<file path="src/rtl/overture_io_pkg.sv">
// rtl/overture_io_pkg.sv - shared widths, default depths and serve-FSM states for the OVERTURE I/O bridge
package overture_io_pkg;

  localparam int OVERTURE_BYTE_W   = 8;
  localparam int OVERTURE_RX_DEPTH = 16;
  localparam int OVERTURE_TX_DEPTH = 16;
  localparam logic [15:0] OVERTURE_CNT_MAX = 16'hFFFF;

  typedef enum logic {
    IDLE,
    HOLD
  } serve_state_t;

  function automatic logic [15:0] sat_inc16(input logic [15:0] v);
    return (v == OVERTURE_CNT_MAX) ? v : v + 16'd1;
  endfunction

endpackage

</file>
<file path="src/rtl/overture_io_fifo.sv">
// rtl/overture_io_fifo.sv - synchronous first-word-fall-through FIFO used for both bridge directions
module overture_io_fifo
  import overture_io_pkg::*;
#(
  parameter int DEPTH = 16,
  parameter int WIDTH = OVERTURE_BYTE_W
) (
  input  logic             clk,
  input  logic             rst,
  input  logic             push,
  input  logic [WIDTH-1:0] push_data,
  input  logic             pop,
  output logic [WIDTH-1:0] pop_data,
  output logic             full,
  output logic             empty
);

  localparam int ADDR_W = $clog2(DEPTH);
  localparam logic [ADDR_W:0] PTR_ONE = (ADDR_W + 1)'(1);

  logic [WIDTH-1:0] mem [DEPTH];
  logic [ADDR_W:0]  wr_ptr;
  logic [ADDR_W:0]  rd_ptr;
  logic             do_push;
  logic             do_pop;

  assign empty = (wr_ptr == rd_ptr);
  assign full  = (wr_ptr[ADDR_W] != rd_ptr[ADDR_W]) &&
                 (wr_ptr[ADDR_W-1:0] == rd_ptr[ADDR_W-1:0]);

  // A pop in the same cycle frees the slot a push into a full FIFO needs.
  assign do_pop  = pop && !empty;
  assign do_push = push && (!full || do_pop);

  assign pop_data = empty ? '0 : mem[rd_ptr[ADDR_W-1:0]];

  always_ff @(posedge clk) begin
    if (rst) begin
      wr_ptr <= '0;
      rd_ptr <= '0;
    end else begin
      if (do_push) wr_ptr <= wr_ptr + PTR_ONE;
      if (do_pop)  rd_ptr <= rd_ptr + PTR_ONE;
    end
  end

  always_ff @(posedge clk) begin
    if (do_push) mem[wr_ptr[ADDR_W-1:0]] <= push_data;
  end

endmodule

</file>
<file path="src/rtl/overture_io_bridge.sv">
// rtl/overture_io_bridge.sv - OVERTURE core I/O port endpoint; event counters built only with OVERTURE_IO_STATS_EN
module overture_io_bridge
  import overture_io_pkg::*;
#(
  parameter int RX_DEPTH = OVERTURE_RX_DEPTH,
  parameter int TX_DEPTH = OVERTURE_TX_DEPTH,
  parameter logic [OVERTURE_BYTE_W-1:0] UNDERFLOW_BYTE = 8'h00
) (
  input  logic                       clk,
  input  logic                       rst,
  input  logic                       arch_input_enable,
  output logic [OVERTURE_BYTE_W-1:0] arch_input_value,
  input  logic                       arch_output_enable,
  input  logic [OVERTURE_BYTE_W-1:0] arch_output_value,
  input  logic                       rx_valid,
  input  logic [OVERTURE_BYTE_W-1:0] rx_data,
  output logic                       rx_ready,
  output logic                       tx_valid,
  output logic [OVERTURE_BYTE_W-1:0] tx_data,
  input  logic                       tx_ready,
  output logic                       rx_underflow,
  output logic                       tx_overflow,
  output logic [15:0]                rx_underflow_cnt,
  output logic [15:0]                tx_drop_cnt
);

  serve_state_t               state;
  logic                       en_q;
  logic                       rx_pop;
  logic                       rx_full;
  logic                       rx_empty;
  logic [OVERTURE_BYTE_W-1:0] rx_head;
  logic                       rx_uf_evt;
  logic                       tx_pop;
  logic                       tx_full;
  logic                       tx_empty;
  logic                       tx_drop_evt;

  assign rx_pop    = (state == IDLE) && arch_input_enable && !en_q;
  assign rx_uf_evt = rx_pop && rx_empty;

  // rx_ready reflects occupancy only; a byte offered while full is still taken
  // when the core pops in that same cycle, keeping the FIFO full.
  assign rx_ready = !rx_full;

  overture_io_fifo #(
    .DEPTH (RX_DEPTH),
    .WIDTH (OVERTURE_BYTE_W)
  ) u_rx_fifo (
    .clk       (clk),
    .rst       (rst),
    .push      (rx_valid),
    .push_data (rx_data),
    .pop       (rx_pop),
    .pop_data  (rx_head),
    .full      (rx_full),
    .empty     (rx_empty)
  );

  assign tx_valid    = !tx_empty;
  assign tx_pop      = tx_valid && tx_ready;
  assign tx_drop_evt = arch_output_enable && tx_full && !tx_pop;

  overture_io_fifo #(
    .DEPTH (TX_DEPTH),
    .WIDTH (OVERTURE_BYTE_W)
  ) u_tx_fifo (
    .clk       (clk),
    .rst       (rst),
    .push      (arch_output_enable),
    .push_data (arch_output_value),
    .pop       (tx_pop),
    .pop_data  (tx_data),
    .full      (tx_full),
    .empty     (tx_empty)
  );

  always_ff @(posedge clk) begin
    if (rst) begin
      state            <= IDLE;
      en_q             <= 1'b0;
      arch_input_value <= '0;
      rx_underflow     <= 1'b0;
    end else begin
      en_q <= arch_input_enable;
      case (state)
        IDLE: begin
          if (rx_pop) begin
            arch_input_value <= rx_empty ? UNDERFLOW_BYTE : rx_head;
            state            <= HOLD;
          end else begin
            arch_input_value <= '0;
          end
        end
        HOLD: begin
          if (!arch_input_enable) begin
            arch_input_value <= '0;
            state            <= IDLE;
          end
        end
        default: begin
          arch_input_value <= '0;
          state            <= IDLE;
        end
      endcase
      if (rx_uf_evt) rx_underflow <= 1'b1;
    end
  end

  always_ff @(posedge clk) begin
    if (rst)              tx_overflow <= 1'b0;
    else if (tx_drop_evt) tx_overflow <= 1'b1;
  end

`ifdef OVERTURE_IO_STATS_EN
  always_ff @(posedge clk) begin
    if (rst) begin
      rx_underflow_cnt <= '0;
      tx_drop_cnt      <= '0;
    end else begin
      if (rx_uf_evt)   rx_underflow_cnt <= sat_inc16(rx_underflow_cnt);
      if (tx_drop_evt) tx_drop_cnt      <= sat_inc16(tx_drop_cnt);
    end
  end
`else
  assign rx_underflow_cnt = '0;
  assign tx_drop_cnt      = '0;
`endif

endmodule

</file>
<file path="config.mk">
export PLATFORM = sky130hd
export DESIGN_NAME = overture_io_bridge
export DESIGN_NICKNAME = d
export VERILOG_FILES = /design/src/rtl/overture_io_pkg.sv /design/src/rtl/overture_io_fifo.sv /design/src/rtl/overture_io_bridge.sv
export SDC_FILE = /design/constraint.sdc
export NUM_CORES = 1
export LEC_CHECK = 0
export CAP_MARGIN = 20
export CORE_MARGIN = 2
export CORE_UTILIZATION = 59
export DETAILED_ROUTE_END_ITERATION = 7
export GPL_TIMING_DRIVEN = 0
export PLACE_DENSITY = 0.82
export SLEW_MARGIN = 20
export SYNTH_ARGS = -nofsm -noshare
export SYNTH_HDL_FRONTEND = slang
export SYNTH_HIERARCHICAL = 1
export SYNTH_SLANG_ARGS = --single-unit
</file>
<file path="constraint.sdc">
create_clock -name clk -period 2.9 [get_ports clk]
set_input_delay 0.435 -clock clk [delete_from_list [all_inputs] [get_ports clk]]
set_output_delay 0.435 -clock clk [all_outputs]
set_load 0.01 [all_outputs]
</file>
* Word-level counts from Yosys, hierarchy flattened
Memory sizes are Yosys's and may differ from the RTL's. A register that Yosys moved wholly into a read port is not among the register bits. Cells that the tools add are included.
Storage, ports and cells: flip-flop bits (word level) 32, word-level logic and storage cells 59, output and inout bits 52, memories kept 2, input bits 22, bits in writable memories 256
Cells by class: equal/unequal tests 7, bitwise gates (word level) 1, add/sub/neg operators 4, muxes and demuxes 16, reductions and logical operators 20
Memory list:
- u_rx_fifo.mem | words 16, width 8, read ports 1, clocked after Yosys merged registers in 1, write ports 1, line overture_io_fifo.sv:21 | logic [WIDTH-1:0] mem [DEPTH];
- u_tx_fifo.mem | words 16, width 8, read ports 1, clocked after Yosys merged registers in 1, write ports 1, line overture_io_fifo.sv:21
Operator list (number):
- two-way mux 8 bit | 4
- adder 5 x 1 -> 5 bit, second input constant | 4
- two-way mux 4 bit | 4
- one-hot mux 8 bit (2 select lines) | 1
- logical AND 1 bit | 12
- equality test 5 bit | 2
- equality test 4 bit | 2
- zero test 1 bit | 6
- two-way mux 1 bit | 6
- logical OR 1 bit | 2
- != test 1 bit | 2
- != test 2 bit, second input constant | 1
- one-hot mux 1 bit (2 select lines) | 1
- NOT 1 bit | 1

* Longest topological paths before layout
Gate-level depths: netlist of run 1.
depth in word-level cells 8, mapped depth 11

* By module
Netlist of run 1, hierarchy kept.
Modules (own cells, without submodules):
- overture_io_fifo | area each 5701.7 um^2, cells an instance 309, times used 2
- overture_io_bridge | area each 651.9 um^2, cells an instance 68, times used 1

* Worst setup path after synthesis of run 1
No wires, ideal clock.
kind reg2reg, start point reg u_tx_fifo.wr_ptr[3], end point mem u_tx_fifo/mem[3][0] (netlist name) (enable), data arrival time 2283 ps, path buffers 2, stages on the path, launching flop included 11, period minus slack after synthesis 2666 ps, library setup time 383 ps, setup slack 234 ps, path through dfxtp_1 > clkbuf_2 > xor2_1 > nor4_4 > and2_1 > buf_2 > nand2b_1 > inv_1 > nor2_1 > a21o_1 > nor3_1
Between the ends: longest elaborated chain between the ends 8, elaborated cells between the ends (all ways) 11, classes of those cells eq/ne: 2; mux: 2; reduce/logical: 7
Ends and longest elaborated chain:
- start: declaration | line overture_io_fifo.sv:22 | logic [ADDR_W:0] wr_ptr;
- start signal: assignment | line overture_io_fifo.sv:42 | if (do_push) wr_ptr <= wr_ptr + PTR_ONE;
- equality test 5 bit | line overture_io_fifo.sv:27 | assign empty = (wr_ptr == rd_ptr);
- named net tx_empty | line overture_io_bridge.sv:36 | logic tx_empty;
- zero test 1 bit | line overture_io_bridge.sv:60 | assign tx_valid = !tx_empty;
- logical AND 1 bit | line overture_io_bridge.sv:61 | assign tx_pop = tx_valid && tx_ready;
- named net tx_pop | line overture_io_bridge.sv:34 | logic tx_pop;
- logical AND 1 bit | line overture_io_fifo.sv:32 | assign do_pop = pop && !empty;
- logical OR 1 bit | line overture_io_fifo.sv:33 | assign do_push = push && (!full || do_pop);
- logical AND 1 bit | line overture_io_fifo.sv:33
- two-way mux 1 bit | line overture_io_fifo.sv:48 | if (do_push) mem[wr_ptr[ADDR_W-1:0]] <= push_data;
- two-way mux 1 bit (not written as such) | line overture_io_fifo.sv:48
- end: declaration | line overture_io_fifo.sv:21
The timed path passes the listed nets, and every way through them passes these cells.

==> results of run 1 <==
[synthesized netlist by cell type (3+ instances only)]
| cell | number | area [sq um] |
|---|---|---|
| and2_1 | 6 | 37.5 |
| a211oi_1 | 4 | 30.0 |
| ha_1 | 10 | 125 |
| a221oi_1 | 14 | 123 |
| mux2i_1 | 32 | 320 |
| nand4_1 | 4 | 25.0 |
| xnor2_1 | 12 | 105 |
| a21oi_1 | 22 | 110 |
| mux2_2 | 14 | 158 |
| and3_1 | 24 | 150 |
| mux4_2 | 50 | 1130 |
| clkbuf_1 | 4 | 15.0 |
| o21ai_0 | 14 | 70.1 |
| buf_2 | 8 | 40.0 |
| buf_6 | 4 | 45.0 |
| nand2_1 | 22 | 82.6 |
| nor2b_1 | 12 | 75.1 |
| nor4_4 | 3 | 63.8 |
| xor2_1 | 10 | 87.6 |
| a22o_1 | 8 | 70.1 |
| inv_1 | 13 | 48.8 |
| nand3_1 | 4 | 20.0 |
| dfxtp_1 | 40 | 801 |
| edfxtp_1 | 256 | 7690 |
| buf_4 | 40 | 300 |
| nor2_1 | 30 | 113 |
[per-stage QoR]
stage,hold slack (ns),area [sq um],instances,util (%)
global route,0.531,14100,1087,69.8
finish,0.479,14100,1087,69.8
CTS,0.484,14000,1087,69.6
floorplan,0.482,12200,717,-
global placement,0.464,12900,1028,64.1
detailed placement,0.463,12900,1029,64.1
[sequential cells by signal, indices dropped and copies added, names as in the netlist, 5 cells and up, named ones only]
register and cells:
u_rx_fifo/wr_ptr 5, arch_input_value 8, u_rx_fifo/rd_ptr 5, u_tx_fifo/wr_ptr 5
u_rx_fifo/mem 128, u_tx_fifo/mem 128, u_tx_fifo/rd_ptr 5
[repair_timing]
action / in CTS / in global routing
pin swaps: 3 / 1
endpoints found under the setup margin: 139 / 120
cloned: 0 / 0
hold buffers: 0 / 0
buffers inserted: 6 / 0
resized for setup: 37 / 18
[power by group through the flow]
stage | combinational (uW) | sequential (uW) | clock, uW
after floorplan | 444 | 4810 | 0
after global placement | 687 | 4810 | 0
after detailed placement | 718 | 4810 | 0
after CTS | 742 | 4730 | 3790
after global routing | 814 | 4730 | 3960
final | 761 | 4730 | 3750
[area by class of cell]
| class | instances | area (sq um) |
|---|---|---|
| buffer | 60 | 472 |
| clock buffer | 34 | 764 |
| clock inverter | 18 | 193 |
| fill | 1235 | 6090 |
| inverter | 13 | 48.8 |
| multi-input combinational | 348 | 3310 |
| sequential | 296 | 8490 |
| tap | 270 | 338 |
| timing repair buffer | 48 | 464 |
[critical path, cell delays in order (launching register included)]
cell	delay, ns
dfxtp_2	0.34
buf_12	0.12
buf_12	0.13
mux4_2	0.51
mux2_2	0.31
nand2_1	0.08
a21oi_1	0.09
dlygate4sd2_1	0.30
[per-layer routing]
| metal | wire length [um] | part of all wire, % | GRT usage (%) | vias to the layer above |
|---|---|---|---|---|
| met5 | 0 | 0 | 0 | - |
| met4 | 979 | 3.9 | 8.89 | 0 |
| met3 | 1790 | 7.2 | 3.54 | 71 |
| met2 | 12700 | 51 | 41.0 | 348 |
| met1 | 9450 | 38 | 29.9 | 3250 |
| li1 | - | - | - | 2828 |
[kinds of logic after synthesis]
logic type | Yosys count | share of synthesized area (%)
adder cells (fa/ha/maj) | 10 | 1.04
multiplexers | 98 | 13.5
AND/OR/NAND/NOR | 113 | 5.19
other | 1 | 0.0311
AO/OA/AOI/OAI | 71 | 4.10
flip-flops | 296 | 70.4
buffers and inverters | 73 | 3.87
XOR/XNOR | 24 | 1.87
[final timing paths]
check,startpoint,end,slack [ns],cells past startpoint
worst max-delay path,flip-flop,tx_data[2],0.05,7
worst min-delay path,tx_overflow$_SDFFE_PP0P_,tx_overflow$_SDFFE_PP0P_,0.48,2
worst max register to register,u_tx_fifo/wr_ptr[3]$_SDFFE_PP0P_,u_tx_fifo/mem[13][0]$_DFFE_PP_,0.16,11
worst min register to register,tx_overflow$_SDFFE_PP0P_,tx_overflow$_SDFFE_PP0P_,0.48,2
==> qor.yml, run 1 <==
run_status:
  outcome: "complete, no violations"
global_routing:
  grt_pass1_wl_um: 38100
  grt-ovfl-total: 0
  antenna_found_initial: 0
  grt_max_degree: 17
  grt_use_total_pct: 23.4
  grt_pass1_vias: 6569
timing:
  min_period_ns: 2.85
  hold_viol: 0
  setup_ws_ns: 0.0457
  tns_ns: 0
  worst-slew-pin-transition_ns: 0.822
  relSlewSlack_pct: 45.1
  fin_skew_ns: 0.0137
  drv_slew: 0
  fmaxAchievable_mhz: 350
  period_share_pct: 98.4
  setup_violations: 0
clock_tree:
  numClockSinks: 296
  cts_buffers: 28
  htreeDepth: 1
  cts_tree: "yes"
  clockBufferDepth: 3
  cts.clk_slew.worst_paths_ns: 0.06
  ctsRootBufferMaster: "clkbuf_16"
  clk_latency_ns: 0.54
hold_path:
  hp-class: "reg2reg"
routing:
  drc: 0
  ant_nets: 0
  routedWlPerCell_um: 23.0
  dr_total_vias: 6497
  drt_iter0_drc: 622
  drt-total-wl_um: 25000
  vias_per_cell: 5.98
  firstDrtPassIters: 5
placement:
  port_buffers: 41
  place_hpwl_um: 15800
  gp_congestion: 0.915
  dp_slack_ns: -0.320
floorplanning:
  io_pins: 74
  core.rowCount: 52
  start_util_pct: 59.8
  die_x_um: 147
  die_height_um: 147
  die-area_sq_mm: 0.0216
  core_region_area_sq_mm: 0.0202
power_and_ir_drop:
  netSwitchingPower_uw: 1990
  peakVddDrop_mv: 0.620
  fin_total_pwr_uw: 9240
  clkPwrFrac_pct: 40.6
  p_sw_share_pct: 21.5
  powerDensity_mw_per_mm2: 656
  p_comb_share_pct: 8.2
  power_frac_seq_pct: 51.2
  p_leak_uw: 0.00476
  p_int_uw: 7250
setup_path:
  path_class: "reg2out"
  cp_max_fo: 7
  crit_required_ns: 2.47
  startpoint_type: "flip-flop"
  critPathArrivalTime_ns: 2.42
  crit_path_end_kind: "primary output"
synth:
  synthFlopType: "edfxtp_1"
  netlist_instances: 686
  syn-cell-area_sq_mm: 0.0121
  synth-edff-count: 256
  async_flop_share_pct: 0
  synth_cell_type_count: 42
  ys_seq_area_share_pct: 70.4
  synth-warning-count: 6
  ys_seq_elements: 296
  avgSynthCellArea_sq_um: 17.6
finish:
  layout_commonest_cell: "edfxtp_1"
  area_growth_pct: 16.8
  final_cell_mix: "256 x edfxtp_1, 50 x mux4_2, 43 x buf_4, 37 x dfxtp_1, 33 x clkdlybuf4s50_1"
  nets: 827
  diodes: 0
  layout-drive-gt1-share_pct: 25.2
job:
  cap_violations: 0
Power figures use the tool's default switching activity.
==> run 2, diff against run 1 <==
- ABC_AREA: unset -> 0
==> results of run 2 <==
Same layout as run 1: the final DEF is identical, and so are final timing and power.
